--- src/rtl/kws_weights_pkg.sv ---
// kws_weights_pkg: shared weight-matrix geometry, address width and loader state encoding
package kws_weights_pkg;
   localparam int ROWS = 20;
   localparam int COLS = 20;
   localparam int DW = 32;
   localparam int AW = 5;
   typedef enum logic [1:0] {IDLE, LOAD, FINISH} state_t;
endpackage

--- src/rtl/weights_addr_counter.sv ---
// weights_addr_counter: row-major raster counter with clear, increment, wrap and last-position flag
module weights_addr_counter
   import kws_weights_pkg::AW;
#(
   parameter int ROWS = kws_weights_pkg::ROWS,
   parameter int COLS = kws_weights_pkg::COLS
) (
   input  logic          clk,
   input  logic          rst_n,
   input  logic          clr,
   input  logic          inc,
   output logic [AW-1:0] row,
   output logic [AW-1:0] col,
   output logic          last
);
   logic col_end, row_end;
   assign col_end = col == AW'(COLS - 1);
   assign row_end = row == AW'(ROWS - 1);
   assign last = col_end && row_end;
   always_ff @(posedge clk or negedge rst_n)
      if (!rst_n) begin
         row <= '0;
         col <= '0;
      end else if (clr) begin
         row <= '0;
         col <= '0;
      end else if (inc) begin
         col <= col_end ? '0 : col + 1'b1;
         row <= !col_end ? row : row_end ? '0 : row + 1'b1;
      end
endmodule

--- src/rtl/weights_stream_loader.sv ---
// weights_stream_loader: streams a row-major weight matrix into a register file, one registered write per accepted word
module weights_stream_loader
   import kws_weights_pkg::AW, kws_weights_pkg::state_t, kws_weights_pkg::IDLE,
          kws_weights_pkg::LOAD, kws_weights_pkg::FINISH;
#(
   parameter int ROWS = kws_weights_pkg::ROWS,
   parameter int COLS = kws_weights_pkg::COLS,
   parameter int DW = kws_weights_pkg::DW
) (
   input  logic          clk,
   input  logic          rst_n,
   input  logic          start,
   input  logic          s_valid,
   input  logic [DW-1:0] s_data,
   input  logic          s_last,
   output logic          s_ready,
   output logic          wr_en,
   output logic [AW-1:0] wr_row,
   output logic [AW-1:0] wr_col,
   output logic [DW-1:0] wr_data,
   output logic          busy,
   output logic          done,
   output logic          err
);
   state_t state;
   logic acc, clr, last;
   logic [AW-1:0] row, col;
   assign acc = s_valid && s_ready;
   assign clr = (state == IDLE) && start;
   weights_addr_counter #(.ROWS(ROWS), .COLS(COLS)) u_cnt (
      .clk(clk), .rst_n(rst_n), .clr(clr), .inc(acc), .row(row), .col(col), .last(last)
   );
   always_ff @(posedge clk or negedge rst_n)
      if (!rst_n) begin
         state <= IDLE;
         s_ready <= 1'b0;
         busy <= 1'b0;
         done <= 1'b0;
         err <= 1'b0;
         wr_en <= 1'b0;
         wr_row <= '0;
         wr_col <= '0;
         wr_data <= '0;
      end else begin
         wr_en <= acc;
         done <= 1'b0;
         if (acc) begin
            wr_row <= row;
            wr_col <= col;
            wr_data <= s_data;
         end
         case (state)
            IDLE:
               if (start) begin
                  state <= LOAD;
                  s_ready <= 1'b1;
                  busy <= 1'b1;
                  err <= 1'b0;
               end
            LOAD:
               if (acc && (s_last || last)) begin
                  state <= FINISH;
                  s_ready <= 1'b0;
                  busy <= 1'b0;
                  done <= 1'b1;
                  if (s_last != last) err <= 1'b1;
               end
            default: state <= IDLE;
         endcase
      end
endmodule

--- config.mk ---
export PLATFORM = sky130hd
export DESIGN_NAME = weights_stream_loader
export DESIGN_NICKNAME = d
export VERILOG_FILES = /design/src/rtl/kws_weights_pkg.sv /design/src/rtl/weights_addr_counter.sv /design/src/rtl/weights_stream_loader.sv
export SDC_FILE = /design/constraint.sdc
export NUM_CORES = 1
export LEC_CHECK = 0
export BUFFER_PORTS_ARGS = -buffer_cell sky130_fd_sc_hd__buf_2
export CORE_MARGIN = 8
export CORE_UTILIZATION = 47
export DETAILED_ROUTE_END_ITERATION = 8
export PLACE_DENSITY = 0.8
export SLEW_MARGIN = 20
export SYNTH_ARGS = -nofsm -noshare
export SYNTH_HDL_FRONTEND = slang
export SYNTH_SLANG_ARGS = --single-unit
--- constraint.sdc ---
create_clock -name clk -period 1.9 [get_ports clk]
set_clock_uncertainty 0.05 [all_clocks]
set_input_delay 0.095 -clock clk [delete_from_list [all_inputs] [get_ports clk]]
set_output_delay 0.095 -clock clk [all_outputs]
set_load 0.1 [all_outputs]
==> summary.md <==
| Metric | Value |
|---|---|
| Crit-path cells | ha_4 -> nand4bb_1 -> or4_1 -> a31oi_1 |
| Multi-input logic area | 870.8 sq um |
| Worst R2R Path Depth | 4 |
| CTS tree | done |
| H-tree levels | 3 |
| Drt first-iter violations | 74 |
| Post-synth cell types | 30 |
| Post-DP HPWL | 3.703 mm |
| Die Wd | 86.75 um |
| GRT Total Usage | 15.43% |
| RSZ-0062 raised after global routing | no |
| Register area | 1453 sq um |
| Gpl congestion | 0.7638 |
| R2R setup slack | 0.12 ns |
| Reg2reg end | u_cnt.row[4] |
| Endpoints failing hold | 0 |
| Via density | 4.836 |
| Wirelength per Cell | 14.46 um |
| Slew headroom | 65.38% |
| Longest Clk Path Bufs | 2 |
| Fmax | 562.2 MHz |
| Ys Warns | 0 |
| Crit start category | flip-flop |
| Largest net degree at the start of global routing | 37 |
| Top-area cell type share of the netlist area | 61.70% |
| Largest area contributor in the netlist | dfrtp_1 |
| Layout cells sized above 1 | 50.66% |
| Last element of the critical path | u_cnt.row[4] |
| Crit end category | flip-flop |
| Remaining antenna violation count | 0 |
| Site Rows | 25 |
| First-pass GRT wire length | 9.108 mm |
| Aggregate global routing overflow | 0 |
| Clock Latency Late Sink | 0.32 ns |
| Final setup fails | 0 |
| Post-Syn Nets | 212 |
| Core ar. | 4786 sq um |
| Most frequent cells in the layout | buf_2 (83), dfrtp_1 (57), mux2_2 (42) |
| Max-Cap Viols | 0 |
| Drt pass-1 iters | 4 |
| Gate count after technology mapping | 172 |
| Crit path DAT | 1.97 ns |
| Min-delay worst type | input pin to flip-flop |
| Vias | 1794 |
| Vias in the first global route | 1946 |
| Syn Std Cell Area | 2352 sq um |
| Worst R2R Start | u_cnt.col[1] |
| Slowest cell on the critical path | or4_1 |
| CTS Buf Count | 9 |
| Most common cell after layout, fill and taps aside | buf_2 |
| Net count, final | 339 |
| Setup_tns | 0 ns |
| Port Buffer Count | 83 |
| Initial antenna violation count | 0 |
| Core Util, Final | 71.66% |
| Drt total wl | 5.366 mm |
| Max Slew Vio Count | 0 |
| Clock-pin slew on the worst setup and hold paths | 0.06 ns |
| Critical Path RT | 2.09 ns |
| Die Height | 86.75 um |
| Biggest cell delay along the critical path | 0.59 ns |
| Starting Density | 49.15% |
| Slew @ Worst Pin | 0.5192 ns |
| Sink Count | 58 |
| Die area | 7525 sq um |
| Register area share after synthesis | 61.70% |
| # diodes | 0 |
| Final period util | 93.62% |
| #FFs+latches synth | 58 |
| Crit path launch | u_cnt.col[1] |
| Mean Syn Cell Area | 13.68 sq um |
| Status | finished, final reports clean |
| # IOs | 84 |
| Setup CP Type | flip-flop to flip-flop |
| Layout fillers | 354 |
| Area growth syn-to-layout | 45.80% |
| DR DRC count | 0 |
| Clock Root Buffer | clkbuf_8 |
| Fin crit period | 1.779 ns |
| Top cells by area, synth | dfrtp_1 (62%), mux2_2 (20%), a21oi_1 (1.9%), o21ai_0 (1.7%), ha_1 (1.6%) |
| Critical path peak fanout | 10 |
==> through the flow <==
| step | area [sq um] | hold slack, ns | setup slack [ns] | std cells |
|---|---|---|---|---|
| 3_3_place_gp | 2872 | 0.05164 | 0.1356 | 320 |
| 4_1_cts | 3387 | 0.1202 | 0.03488 | 369 |
| 2_1_floorplan | 2354 | -0.2506 | 0.09484 | 172 |
| 5_1_grt | 3430 | 0.1716 | 0.005826 | 371 |
| 3_5_place_dp | 2872 | 0.04928 | 0.06411 | 320 |
| 6_report | 3430 | 0.1465 | 0.1212 | 371 |
==> final cells by class <==
class                      count  area share, %
sequential                    58          42.36
multi-input combinational    101          25.39
timing repair buffer         124          23.86
clock buffer                  10          3.721
tap                           67          2.444
clock inverter                 6          1.678
inverter                       5         0.5472
==> cells in the mapped netlist, drive strengths merged <==
library cell  count
nor3b             1
a31oi             2
clkbuf            2
o21ai             8
and4bb            1
buf               6
a21oi             9
and2b             1
nand2b            1
a41oi             1
nor2              1
nor3              2
mux2             42
nor4bb            1
ha                3
and3b             1
dfrtp            58
or4               4
o32ai             1
or3b              1
o31ai             1
inv               5
or3               3
nand4bb           1
nor2b             3
nand3             6
nand2             7
==> worst min-delay path by stage <==
stage,startpoint,to,slack (ns),cells after the start
after floorplan,rst_n,busy,-0.25,0
after global placement,rst_n,wr_data[25],0.05,1
after detailed placement,rst_n,wr_data[25],0.05,1
after CTS,s_valid,u_cnt.col[2],0.12,4
after global routing,start,busy,0.17,3
final,s_valid,u_cnt.col[2],0.15,4
==> state kept, by name, summed over array words and instances, names as in the netlist <==
register and count:
wr_data 32, u_cnt.col 5, u_cnt.row 5, wr_col 5
wr_row 5, state 2, busy 1, done 1
err 1, wr_en 1
==> worst max-delay path, delay by kind of cell (launching register included) <==
family                     cells  cell delay (ns)
adders and majority gates      1             0.17
AOI/OAI and AO/OA              1             0.17
DFF                            1             0.42
and+or+nand+nor                2             0.89
==> metal layers <==
metal / vias up / GRT usage, % / share of wire (%)
li1: 879 / - / -
met1: 851 / 17.15 / 40
met2: 55 / 24.79 / 50
met3: 9 / 5.766 / 7.7
met4: 0 / 8.920 / 2.0
met5: - / 0 / 0
==> cell families after synthesis <==
group | share of synthesized area (%)
flops | 61.70
mux | 20.11
simple gates | 8.937
compound gates | 5.213
buf+inv | 2.447
fa+ha+maj | 1.596
==> repair_timing <==
action,CTS,global route
gates resized for setup,0,4
setup buffers,0,2
hold buffers,33,0
hold endpoints to repair,54,0
endpoints found under the setup margin,0,7
Power is left out: the tool's default activity adds up to more than one toggle a clock period on the data nets, which glitch-free logic cannot reach.
